`src/rtl/laser500_pkg.sv`:
```
// Shared types and constants for the Laser 500 cassette path.
package laser500_pkg;

  typedef enum logic [2:0] {
    IDLE,
    FETCH,
    HIGH,
    LOW,
    DONE
  } cas_state_t;

  localparam int unsigned F14M_HZ = 14_778_730;
  // 250 us rounded to the nearest F14M tick; a '1' half-cycle is twice that.
  localparam int unsigned T0_HALF_DEF = (F14M_HZ + 2000) / 4000;
  localparam int unsigned T1_HALF_DEF = 2 * T0_HALF_DEF;

endpackage

```
`src/rtl/cas_player_if.sv`:
```
// Byte-fetch handshake between the cassette player and the SDRAM arbiter.
interface cas_player_if #(
  parameter int ADDR_W = 25
) ();

  logic              rd_req;
  logic [ADDR_W-1:0] rd_addr;
  logic              rd_ack;
  logic [7:0]        rd_data;

  modport master (output rd_req, rd_addr, input rd_ack, rd_data);
  modport slave  (input rd_req, rd_addr, output rd_ack, rd_data);

endinterface

```
`src/rtl/cas_halfcycle_timer.sv`:
```
// Down-counting half-cycle timer: loads N-1, expires on the N-th enabled tick.
module cas_halfcycle_timer #(
  parameter int CNT_W = 13
) (
  input  logic             clk_i,
  input  logic             rst_i,
  input  logic             load_i,
  input  logic [CNT_W-1:0] load_val_i,
  input  logic             en_i,
  output logic             expire_o
);

  logic [CNT_W-1:0] cnt_q, cnt_d;

  always_comb begin
    cnt_d = cnt_q;
    if (load_i) begin
      cnt_d = load_val_i;
    end else if (en_i && (cnt_q != '0)) begin
      cnt_d = cnt_q - CNT_W'(1);
    end
  end

  always_ff @(posedge clk_i) begin
    if (rst_i) begin
      cnt_q <= '0;
    end else begin
      cnt_q <= cnt_d;
    end
  end

  assign expire_o = en_i && (cnt_q == '0);

endmodule

```
`src/rtl/cas_player.sv`:
```
// Tape-image playback from SDRAM into the VTL CASIN line, MSB first, one-byte prefetch.
// Optional feature: define CAS_PLAYER_PAUSE_EN to add the pause input.
module cas_player
  import laser500_pkg::*;
#(
  parameter int ADDR_W  = 25,
  parameter int T0_HALF = int'(T0_HALF_DEF),
  parameter int T1_HALF = int'(T1_HALF_DEF),
  parameter int CNT_W   = 13
) (
  input  logic              F14M,
  input  logic              RESET,
  input  logic              start,
  input  logic              stop,
  input  logic [ADDR_W-1:0] base,
  input  logic [23:0]       len,
  cas_player_if.master      rd,
  output logic              casin,
  output logic              busy,
  output logic              done,
  output logic              underrun
`ifdef CAS_PLAYER_PAUSE_EN
  ,
  input  logic              pause
`endif
);

  cas_state_t        state_q, state_d;
  logic [7:0]        sh_q, sh_d;
  logic [2:0]        bit_q, bit_d;
  logic [7:0]        buf_q, buf_d;
  logic              buf_full_q, buf_full_d;
  logic              req_q, req_d;
  logic [ADDR_W-1:0] addr_q, addr_d;
  logic [23:0]       rem_q, rem_d;
  logic              und_q, und_d;
  logic              zdone_q, zdone_d;

  logic              run_en;
  logic              ack_ok;
  logic              byte_avail;
  logic [7:0]        byte_val;
  logic              load_byte;
  logic              tmr_load;
  logic [CNT_W-1:0]  tmr_val;
  logic              tmr_en;
  logic              tmr_exp;

  function automatic logic [CNT_W-1:0] half_m1(input logic bit_v);
    return bit_v ? CNT_W'(T1_HALF - 1) : CNT_W'(T0_HALF - 1);
  endfunction

`ifdef CAS_PLAYER_PAUSE_EN
  assign run_en = ~pause;
`else
  assign run_en = 1'b1;
`endif

  // Acks are only honoured against our own outstanding request.
  assign ack_ok     = rd.rd_ack & req_q;
  assign byte_avail = buf_full_q | ack_ok;
  assign byte_val   = buf_full_q ? buf_q : rd.rd_data;
  assign tmr_en     = run_en && ((state_q == HIGH) || (state_q == LOW));

  cas_halfcycle_timer #(
    .CNT_W(CNT_W)
  ) u_timer (
    .clk_i     (F14M),
    .rst_i     (RESET),
    .load_i    (tmr_load),
    .load_val_i(tmr_val),
    .en_i      (tmr_en),
    .expire_o  (tmr_exp)
  );

  always_comb begin
    state_d    = state_q;
    sh_d       = sh_q;
    bit_d      = bit_q;
    buf_d      = buf_q;
    buf_full_d = buf_full_q;
    req_d      = req_q;
    addr_d     = addr_q;
    rem_d      = rem_q;
    und_d      = und_q;
    zdone_d    = 1'b0;
    load_byte  = 1'b0;
    tmr_load   = 1'b0;
    tmr_val    = '0;

    if (ack_ok) begin
      req_d  = 1'b0;
      addr_d = addr_q + ADDR_W'(1);
    end

    case (state_q)
      IDLE: begin
        if (start && !stop) begin
          und_d = 1'b0;
          if (len != '0) begin
            state_d = FETCH;
            addr_d  = base;
            rem_d   = len;
            req_d   = 1'b1;
          end else begin
            zdone_d = 1'b1;
          end
        end
      end
      FETCH: load_byte = byte_avail && run_en;
      HIGH: begin
        if (tmr_exp) begin
          state_d  = LOW;
          tmr_load = 1'b1;
          tmr_val  = half_m1(sh_q[7]);
        end
      end
      LOW: begin
        if (tmr_exp) begin
          if (bit_q != 3'd0) begin
            state_d  = HIGH;
            sh_d     = {sh_q[6:0], 1'b0};
            bit_d    = bit_q - 3'd1;
            tmr_load = 1'b1;
            tmr_val  = half_m1(sh_q[6]);
          end else if (rem_q == '0) begin
            state_d = DONE;
          end else if (byte_avail) begin
            load_byte = 1'b1;
          end else begin
            state_d = FETCH;
            und_d   = 1'b1;
          end
        end
      end
      DONE:    state_d = IDLE;
      default: state_d = IDLE;
    endcase

    // The next byte's fetch goes out the moment this one enters the shifter.
    if (load_byte) begin
      state_d    = HIGH;
      sh_d       = byte_val;
      bit_d      = 3'd7;
      rem_d      = rem_q - 24'd1;
      req_d      = (rem_q > 24'd1);
      buf_full_d = 1'b0;
      tmr_load   = 1'b1;
      tmr_val    = half_m1(byte_val[7]);
    end else if (ack_ok) begin
      buf_d      = rd.rd_data;
      buf_full_d = 1'b1;
    end

    if (stop) begin
      state_d    = IDLE;
      req_d      = 1'b0;
      buf_full_d = 1'b0;
      zdone_d    = 1'b0;
    end
  end

  always_ff @(posedge F14M) begin
    if (RESET) begin
      state_q    <= IDLE;
      bit_q      <= 3'd0;
      buf_full_q <= 1'b0;
      req_q      <= 1'b0;
      addr_q     <= '0;
      rem_q      <= '0;
      und_q      <= 1'b0;
      zdone_q    <= 1'b0;
    end else begin
      state_q    <= state_d;
      bit_q      <= bit_d;
      buf_full_q <= buf_full_d;
      req_q      <= req_d;
      addr_q     <= addr_d;
      rem_q      <= rem_d;
      und_q      <= und_d;
      zdone_q    <= zdone_d;
    end
  end

  always_ff @(posedge F14M) begin
    sh_q  <= sh_d;
    buf_q <= buf_d;
  end

  assign rd.rd_req  = req_q;
  assign rd.rd_addr = addr_q;
  assign casin      = (state_q == HIGH);
  assign busy       = (state_q != IDLE);
  assign done       = (state_q == DONE) | zdone_q;
  assign underrun   = und_q;

endmodule
```
`src/flat_wrapper.sv`:
```
// flat-port wrapper written by rule: the top's interface ports become plain ports
module cas_player_flat import laser500_pkg::*;
#(
  parameter int ADDR_W  = 25,
  parameter int T0_HALF = int'(T0_HALF_DEF),
  parameter int T1_HALF = int'(T1_HALF_DEF),
  parameter int CNT_W   = 13
)
  (F14M, RESET, start, stop, base, len, casin, busy, done, underrun, rd_rd_req, rd_rd_addr, rd_rd_ack, rd_rd_data);
  cas_player_if #(.ADDR_W(ADDR_W)) rd_i ();
  input  logic F14M;
  input  logic RESET;
  input  logic start;
  input  logic stop;
  input  logic [ADDR_W-1:0] base;
  input  logic [23:0] len;
  output logic casin;
  output logic busy;
  output logic done;
  output logic underrun;
  output wire logic [$bits(rd_i.rd_req)-1:0] rd_rd_req;
  output wire logic [$bits(rd_i.rd_addr)-1:0] rd_rd_addr;
  input wire logic [$bits(rd_i.rd_ack)-1:0] rd_rd_ack;
  input wire logic [$bits(rd_i.rd_data)-1:0] rd_rd_data;
  assign rd_rd_req = rd_i.rd_req;
  assign rd_rd_addr = rd_i.rd_addr;
  assign rd_i.rd_ack = rd_rd_ack;
  assign rd_i.rd_data = rd_rd_data;
  cas_player #(.ADDR_W(ADDR_W), .T0_HALF(T0_HALF), .T1_HALF(T1_HALF), .CNT_W(CNT_W)) u_core (.F14M(F14M), .RESET(RESET), .start(start), .stop(stop), .base(base), .len(len), .rd(rd_i), .casin(casin), .busy(busy), .done(done), .underrun(underrun));
endmodule
```
`config.mk`:
```
export PLATFORM = sky130hd
export DESIGN_NAME = cas_player_flat
export DESIGN_NICKNAME = d
export VERILOG_FILES = /design/src/rtl/laser500_pkg.sv /design/src/rtl/cas_player_if.sv /design/src/rtl/cas_halfcycle_timer.sv /design/src/rtl/cas_player.sv /design/src/flat_wrapper.sv
export SDC_FILE = /design/constraint.sdc
export NUM_CORES = 1
export LEC_CHECK = 0
export BUFFER_PORTS_ARGS = -buffer_cell sky130_fd_sc_hd__buf_4
export CAP_MARGIN = 40
export CORE_MARGIN = 4
export CORE_UTILIZATION = 56
export DETAILED_ROUTE_END_ITERATION = 16
export PLACE_DENSITY = 0.81
export SLEW_MARGIN = 20
export SYNTH_ARGS = -nofsm -noshare
export SYNTH_HDL_FRONTEND = slang
export SYNTH_SLANG_ARGS = --single-unit
```
`constraint.sdc`:
```
create_clock -name F14M -period 3.4 [get_ports F14M]
set_clock_uncertainty 0.2 [all_clocks]
set_input_delay 0.34 -clock F14M [delete_from_list [all_inputs] [get_ports F14M]]
set_output_delay 0.34 -clock F14M [all_outputs]
set_load 0.005 [all_outputs]
```
# ---- Word level (Yosys, flattened, before mapping)
# Cells that the tools add are included.
# Widths: inputs -> output; s select.
dict set report totals {
  register_bits 88
  inputBits 62
  output_inout_bits 30
  elab_cells 129
}
dict set report classes {
  n_addsub 4
  magnitude_cmp 1
  eq_ne 18
  mux 58
  n_bitwise 7
  reduce_logical 29
}
# op n
set op_table {}
lappend op_table {{$mux 13} 9}
lappend op_table {{$mux 25} 4}
lappend op_table {{$mux 24} 4}
lappend op_table {{$mux 8} 5}
lappend op_table {{$mux 3} 11}
lappend op_table {{$pmux 13 s2} 1}
lappend op_table {{$add 25x1->25 const B} 1}
lappend op_table {{$gt 24x1->1 const B} 1}
lappend op_table {{$logic_not 24->1} 1}
lappend op_table {{$reduce_bool 24->1} 1}
lappend op_table {{$sub 24x1->24 const B} 1}
lappend op_table {{$mux 1} 19}
lappend op_table {{$reduce_and 6->1} 3}
lappend op_table {{$reduce_bool 2->1} 8}
lappend op_table {{$logic_not 13->1} 1}
lappend op_table {{$reduce_bool 13->1} 1}
lappend op_table {{$sub 13x1->13 const B} 1}
lappend op_table {{$ne 3x1->1 const B} 4}
lappend op_table {{$pmux 3 s4} 1}
lappend op_table {{$ne 2x1->1 const B} 5}
lappend op_table {{$eq 3x2->1 const B} 2}
lappend op_table {{$ne 2x2->1 const B} 3}
lappend op_table {{$pmux 1 s2} 3}
lappend op_table {{$reduce_and 3->1} 2}
lappend op_table {{18 further kinds} 25}

# ---- Depth between registers and ports, before layout
# Gate-level depths: netlist of run 1.
dict set report depth {
  ltp_word 9
  mapped_depth 9
  depth_no_buf 8
}

# ---- Cells and area by module
# Synthesis of run 1 repeated with hierarchy kept, for this count alone.
dict set report unflattened {
  hier_cells 556
  area_unflattened_um2 4864.7
}
# mod n_inst cells_per_inst area_each_um2 seq_area_each_um2
set modules_own_cells {}
lappend modules_own_cells {cas_player 1 456 3995.1 1661.6}
lappend modules_own_cells {cas_halfcycle_timer 1 100 869.6 260.2}

# ---- Worst setup path before layout of run 1
# OpenSTA, ideal clock, no wires.
dict set report synth_timing {
  kind {register to register}
  from {register u_core.rem_q[18]}
  to {register u_core.sh_q[0], enable pin}
  setup_time_ns 0.357
  t_arrival_ns 2.532
  required_ns 2.843
  path_slack_ns 0.311
  stages_incl_launch_ff 7
  path_buffers 1
  synth_period_minus_slack_ns 3.089
  path_cell_list {dfxtp_1 -> or4_4 -> or4_4 -> o2111a_2 -> nor2_2 -> clkbuf_1 -> o21ai_0}
}
dict set report synth_via {
  elab_chain_len 7
  elab_cells_between_ends 9
  cone_classes {mux: 4; reduce/logical: 5}
}
# element line_no
set synth_lines {}
lappend synth_lines {{start: declaration} cas_player.sv:35} ;# logic [23:0] rem_q, rem_d;
lappend synth_lines {{start signal: assignment} cas_player.sv:179} ;# rem_q <= rem_d;
lappend synth_lines {{$logic_not 24->1 (*)} cas_player.sv:126} ;# end else if (rem_q == '0) begin
lappend synth_lines {{$mux 1 (*)} cas_player.sv:126}
lappend synth_lines {{$mux 1 (*)} cas_player.sv:120} ;# if (bit_q != 3'd0) begin
lappend synth_lines {{$mux 1 (*)} cas_player.sv:119} ;# if (tmr_exp) begin
lappend synth_lines {{$pmux 1 s2 (*)} cas_player.sv:96} ;# case (state_q)
lappend synth_lines {{$reduce_bool 2->1 (no line)} --}
lappend synth_lines {{$reduce_and 3->1 (no line) (*)} --}
lappend synth_lines {{end signal: assignment} cas_player.sv:186} ;# sh_q <= sh_d;
lappend synth_lines {{end: declaration} cas_player.sv:29} ;# logic [7:0] sh_q, sh_d;
# Every way passes the cells marked *; elsewhere a longest branch is shown, timed or not.
# A chain may end at the register's enable or synchronous reset.

# ---- Worst setup path after layout of run 1
dict set report layout_timing {
  from {register u_core.rem_q[18]}
  to {register u_core.u_timer.cnt_q[5]}
}
dict set report layout_via {
  elab_chain_len 7
  elab_cells_between_ends 9
  cone_classes {mux: 7; reduce/logical: 2}
}
# element line_no
set layout_lines {}
lappend layout_lines {{$logic_not 24->1 (*)} cas_player.sv:126}
lappend layout_lines {{$mux 1 (*)} cas_player.sv:126}
lappend layout_lines {{$mux 1 (*)} cas_player.sv:120}
lappend layout_lines {{$mux 1 (*)} cas_player.sv:119}
lappend layout_lines {{$pmux 1 s2 (*)} cas_player.sv:96}
lappend layout_lines {{$mux 13 / $mux 1 (equally long branches)} cas_player.sv:141} ;# if (load_byte) begin
lappend layout_lines {{$mux 13 / $reduce_bool 2->1 (equally long branches)} --}
lappend layout_lines {{end signal: assignment} cas_halfcycle_timer.sv:28} ;# cnt_q <= cnt_d;
lappend layout_lines {{end: declaration} cas_halfcycle_timer.sv:13} ;# logic [CNT_W-1:0] cnt_q, cnt_d;
# Marks and branches as above.

==> results of run 1 <==
## cells by family (layout without fill, tap and decap cells)
logic type,after synthesis,after routing,share of synthesized area [%]
simple gates,222,222,24.04
buf+inv,48,147,4.042
fa+ha+maj,7,7,1.861
mux,8,8,1.728
compound gates,151,151,22.47
xor+xnor,27,27,5.025
flops,88,88,40.84
## cells in the final DEF (no fill, tap or decap), types with 9 or more instances in the layout
cell type,count
a31oi_1,9
o21ai_0,20
dlygate4sd3_1,9
nor2_1,61
clkbuf_8,9
or3_1,13
edfxtp_1,16
nand3_1,21
a211oi_1,22
nor4_1,18
nor3_1,11
nand2_1,50
dfxtp_1,72
a21oi_1,32
xnor2_1,13
buf_4,101
xor2_1,14
inv_1,19
a311oi_1,9
o211ai_1,11
## report_power, final
group          total, mW  switching (mW)  internal (mW)  leakage, nW
Clock              0.622           0.362          0.260       0.0866
Combinational      0.336           0.170          0.166         1.36
Sequential          1.14          0.0462           1.10        0.733
## critical path, stage by stage (launching register included)
cell and delay, ps:
dfxtp_1 360, or4_4 580, or4_4 510, o2111ai_1 390, nand2_1 240, nor2_1 520
a2111oi_0 210
## sequential cells by signal, indices dropped and copies added, names as in the netlist
| signal | flops |
|---|---|
| u_core.bit_q | 3 |
| u_core.rd.rd_addr | 25 |
| u_core.u_timer.cnt_q | 13 |
| u_core.buf_q | 8 |
| u_core.buf_full_q | 1 |
| u_core.rem_q | 24 |
| u_core.sh_q | 8 |
| u_core.underrun | 1 |
| u_core.rd.rd_req | 1 |
| u_core.zdone_q | 1 |
| u_core.state_q | 3 |
## layer usage
layer / vias up / routed length, um
li1: 2271 / -
met1: 2125 / 5256
met2: 193 / 6110
met3: 20 / 872
met4: 0 / 210
met5: - / 0
## repair_timing
| action | 4_1_cts | 5_1_grt |
|---|---|---|
| hold endpoints to repair | 10 | 0 |
| hold buffers | 9 | 0 |
| setup endpoints to repair | 0 | 0 |
## final cells by class
cell class,count,area (um2),share of cell area (%)
tap,105,131.4,2.281
timing repair buffer,112,873.3,15.16
sequential,88,1922,33.37
clock inverter,5,25.02,0.4345
inverter,19,71.32,1.238
clock buffer,11,131.4,2.281
multi-input combinational,415,2605,45.23
## worst min-delay path by stage
| stage | slack (ps) | endpoint | from |
|---|---|---|---|
| 2_1_floorplan | 220 | u_core.state_q[1] | stop |
| 5_1_grt | 40 | u_core.zdone_q | start |
| 3_3_place_gp | 250 | u_core.underrun | u_core.underrun |
| 6_report | 60 | u_core.zdone_q | start |
| 3_5_place_dp | 250 | u_core.underrun | u_core.underrun |
| 4_1_cts | 50 | u_core.zdone_q | start |
==> reports/metrics.csv, run 1 <==
stage,metric,value,unit
sta,worst hold slack,56.59,ps
synth,cell taking the most area after synthesis,dfxtp_1,
sta,final setup fails,0,
routing,detail-routed via count per cell,6.105,
hold_path,Worst Hold Class,input port to register,
routing,drt drc,0,
synth,Syn. warnings,0,
clocking,worst-skew pair later-pin latency,350,ps
clocking,Post-CTS Setup Bufs,0,
synth,"Seq/Total Area, Yosys",40.84,%
sta,fin crit share,93.42,%
placed_design,dpl hpwl,8815,um
sta,final setup margin,223.6,ps
placed_design,cell total after placement,730,
die,Initial Util,57.56,%
clocking,CTS tree,done,
clocking,TritonCTS Sinks,88,
synth,Synth Instances,551,
sta,Worst-Margin Slew,754.3,ps
job,max cap viols,0,
worst_setup_path,CP Launch Type,register,
outcome,status,finished clean,
die,core area,8175,um2
synth,post-synthesis cell area,4706,um2
clocking,Clk Tree Root Cell,clkbuf_8,
clocking,Clock Path Buffers,2,
sta,Period minus WS final,3176,ps
worst_setup_path,Worst setup EP type,register,
synth,Netlist cell types,62,
layout,fill count,673,
grt,GRT busiest layer,met2,
sta,Max Transition Viols Final,0,
worst_setup_path,FF-to-FF End,u_core.u_timer.cnt_q[5],
die,Chip Height,99.67,um
grt,first-pass GRT wire length,20610,um
grt,M1 GR Usage,31.95,%
worst_setup_path,CP Capture Point,u_core.u_timer.cnt_q[5],
routing,DRT antenna net count,0,
grt,vias in the first global route,4369,
die,DIE AREA,9934,um2
worst_setup_path,crit path from,u_core.rem_q[18],
layout,"Area growth, synth to finish",22.39,%
routing,total length of routed wires,12450,um
grt,largest net degree at the start of global routing,72,
worst_setup_path,FF-to-FF Start,u_core.rem_q[18],
hold_path,hold depth,2,
worst_setup_path,Worst R2R Setup Slack,220,ps
clocking,H-Tree Depth,3,
layout,Finished Cell Area,5759,um2
pwr,total power,2.102,mW
layout,Antenna Diode Count,0,
sta,Rel. slew slack,49.71,%
layout,Nets,714,
synth,ys async rst share,0,%
sta,final hold vios,0,
synth,most numerous cell in the Yosys netlist,dfxtp_1,
worst_setup_path,CP Max Fanout,7,
grt,GR met3 Demand/Resource,4.488,%
worst_setup_path,CP Data Required Time,3390,ps
placed_design,pre-CTS setup slack,269.5,ps
grt,GRT Overall Usage,25.21,%
layout,Post-Layout Cell Count,755,
routing,detailed-route via count,4609,
synth,Avg Inst Size Synth,8.540,um2
placed_design,GPL Wtd Cong,0.8962,
synth,synth top area cells,"dfxtp_1 (31%), edfxtp_1 (10%), nor2_1 (4.9%)",
synth,share of the synthesized area in the top cell type,30.63,%
routing,DRT iter0 DRCs,276,
clocking,CTS Buf Count,9,
grt,grt total ovfl,0,
sta,Final TNS setup,0,ps
worst_setup_path,Worst R2R Path Depth,6,
synth,Commonest cells post-synth,"dfxtp_1 (72), nor2_1 (61), nand2_1 (50)",
pwr,pwr dens,365.1,nW/um2
layout,share of layout cells above drive strength 1,19.85,%
routing,drt wl/cell,16.49,um
layout,Util after Layout,70.45,%
grt,GR Layer Usage met2,43.20,%
grt,initial antenna violation count,0,
synth,"flops & latches, synth",88,
die,Core Rows,33,
worst_setup_path,worst setup path class,register to register,
pwr,Peak VDD IR,0.2955,mV
placed_design,input/output buffers,91,
routing,First-pass DRT Iterations,5,
die,IO Count,92,
synth,most used flip-flop cell after synthesis,dfxtp_1,
placed_design,dpl cell area,5513,um2
die,die width,99.67,um
sta,FMAX,314.8,MHz
synth,Mapped Nets,620,
pwr,cell leakage power,2.176,nW
clocking,CTS resizes,0,
synth,Post-synth EDFFs,16,
worst_setup_path,arrival time of the worst setup path,3170,ps
sta,RSZ-0062 raised after global routing,false,
clocking,clock-pin slew on the worst setup and hold paths,90,ps
No activity file was read; power rests on OpenSTA's default activity.
==> run 2: changes to the inputs <==
Settings changed: BUFFER_PORTS_ARGS -buffer_cell sky130_fd_sc_hd__buf_4 to not set, CORE_UTILIZATION 56 to 64, DONT_BUFFER_PORTS set to 1, MAX_ROUTING_LAYER set to met4, PLACE_DENSITY 0.81 to 0.8.
==> run 2 against run 1 <==
Compared with the run above: via count shrank 2.1%; die area shrank 12%; sequential cell count is the same; cell count shrank 8.1%; first-iteration DRC count grew 21%.
==> reports/metrics.csv, run 2 (synthesized netlist as in run 1, its figures left out) <==
stage,metric,value,unit,change
layout,Antenna Diode Count,0,,unchanged
worst_setup_path,CP dominant cell by count,or4_4,,
layout,"commonest non-fill, non-tap cells in the layout","dfxtp_1 (72), nor2_1 (61), nand2_1 (50), dlygate4sd3_1 (48), a21oi_1 (32)",,
sta,Worst-Margin Slew,646.6,ps,-107.7 ps
worst_setup_path,CP Max Fanout,7,,unchanged
die,core area,6982,um2,-15%
sta,Period minus WS final,3250,ps,+73.69 ps
clocking,H-Tree Depth,3,,unchanged
routing,First-pass DRT Iterations,5,,unchanged
worst_setup_path,CP top delay family,simple AND/OR/NAND/NOR gates,,
clocking,CTS tree,done,,
grt,initial antenna violation count,0,,unchanged
placed_design,GPL Wtd Cong,0.8900,,-0.69%
sta,RSZ-0062 raised after global routing,false,,
worst_setup_path,"Cell Chain, Critical Path","or4_4, or4_4, o2111a_2, o21ai_1, buf_4, o211ai_1, a21oi_1, dlygate4sd3_1",,
worst_setup_path,Slowest cell on crit path,or4_4,,
clocking,Clock Path Buffers,2,,unchanged
routing,DRT antenna net count,0,,unchanged
die,Core Rows,30,,-9.1%
worst_setup_path,Worst setup EP type,register,,
die,IO Count,92,,unchanged
clocking,Clk Tree Root Cell,clkbuf_8,,
worst_setup_path,CP Launch Type,register,,
worst_setup_path,worst setup path class,register to register,,
placed_design,input/output buffers,0,,-100%
sta,final setup fails,0,,unchanged
clocking,clock-pin slew on the worst setup and hold paths,90,ps,about the same
routing,detailed-route via count,4513,,-2.1%
worst_setup_path,arrival time of the worst setup path,3350,ps,+180 ps
clocking,Post-CTS Setup Bufs,0,,unchanged
die,DIE AREA,8789,um2,-12%
clocking,TritonCTS Sinks,88,,unchanged
sta,Final TNS setup,0,ps,unchanged
worst_setup_path,crit path from,u_core.rem_q[18],,
grt,grt total ovfl,0,,unchanged
clocking,worst-skew pair later-pin latency,360,ps,about the same
routing,drt drc,0,,unchanged
grt,first-pass GRT wire length,21020,um,+2.0%
routing,drt wl/cell,18.25,um,+11%
placed_design,dpl hpwl,8314,um,-5.7%
worst_setup_path,"slowest stage delay, CP",580,ps,about the same
sta,fin crit share,95.59,%,+2.2 points
layout,Largest register FFs,25,,unchanged
sta,final hold vios,0,,unchanged
job,max cap viols,0,,unchanged
outcome,status,finished clean,,
grt,vias in the first global route,4412,,+0.98%
die,Chip Height,93.75,um,-5.9%
pwr,pwr dens,391.8,nW/um2,+7.3%
layout,"most common cell after layout, fill and taps aside",dfxtp_1,,
grt,largest net degree at the start of global routing,71,,-1.4%
worst_setup_path,FF-to-FF Start,u_core.rem_q[18],,
pwr,total power,2.163,mW,+2.9%
worst_setup_path,CP Buf/Inv Count,2,,+2
sta,FMAX,307.7,MHz,-2.3%
routing,detail-routed via count per cell,6.503,,+6.5%
clocking,CTS Buf Count,9,,unchanged
hold_path,Worst Hold Class,input port to register,,
sta,Rel. slew slack,56.44,%,+6.7 points
routing,DRT iter0 DRCs,333,,+21%
layout,Nets,662,,-7.3%
layout,share of layout cells above drive strength 1,6.689,%,-13 points
layout,"Area growth, synth to finish",17.31,%,
pwr,cell leakage power,1.905,nW,-12%
hold_path,Hold Path Origin,RESET,,
routing,total length of routed wires,12670,um,+1.8%
grt,GRT Overall Usage,30.48,%,+5.3 points
pwr,Peak VDD IR,0.2714,mV,-8.2%
die,Initial Util,67.40,%,+9.8 points
sta,Max Transition Viols Final,0,,unchanged
worst_setup_path,CP Data Required Time,3500,ps,+110 ps
die,die width,93.75,um,-5.9%
[run 2: cell types whose count changed in the layout (fill, tap and decap cells not counted)]
cell,delta
inv_6,+2
o21ai_1,+1
bufinv_16,+1
o21ai_0,-1
dlygate4sd3_1,+39
buf_4,-92
o2111ai_2,+1
clkinv_2,-4
clkbuf_1,-1
clkinvlp_4,+2
o2111ai_1,-1
buf_16,+1
[run 2: worst paths after layout]
| check | cells past startpoint | slack [ps] | endpoint |
|---|---|---|---|
| max reg2reg | 8 | 150 | u_core.rem_q[16] |
| min reg2reg | 2 | 310 | u_core.u_timer.cnt_q[12] |
| min | 2 | 20 | u_core.buf_full_q |
| max | 8 | 150 | u_core.rem_q[16] |
[run 2: where the power goes]
group / leakage, nW / internal (mW) / switching (mW)
logic: 1.08 / 0.130 / 0.152
registers: 0.733 / 1.10 / 0.0513
clock network: 0.0933 / 0.344 / 0.387
[run 2: layout make-up]
cell class	instances	area [um2]
inverter	19	71.32
fill	493	1461
sequential	88	1922
tap	96	120.1
multi-input combinational	415	2611
clock inverter	6	67.56
clock buffer	10	127.6
timing repair buffer	60	600.6
[run 2: repair_timing]
item | CTS | global route
hold buffers | 49 | 0
resized for setup | 0 | 2
endpoints found under the setup margin | 0 | 1
endpoints found under the hold margin | 78 | 0
[run 2: layer usage]
| metal | routed length (um) | GRT usage, % |
|---|---|---|
| met5 | 0 | - |
| met4 | 302 | 12.15 |
| met2 | 6102 | 49.79 |
| met1 | 5131 | 36.75 |
| met3 | 1131 | 6.571 |
[run 2: per-stage QoR]
step	utilization [%]	setup WS (ps)	instance area, um2	std cells	hold WS, ps
floorplan	-	310.8	4706	551	219.3
global placement	68.84	381.2	4806	628	214.2
detailed placement	68.91	302.9	4811	629	219.1
CTS	78.98	129.9	5514	694	8.497
global route	79.07	26.03	5520	694	11.28
finish	79.07	150.0	5520	694	19.59
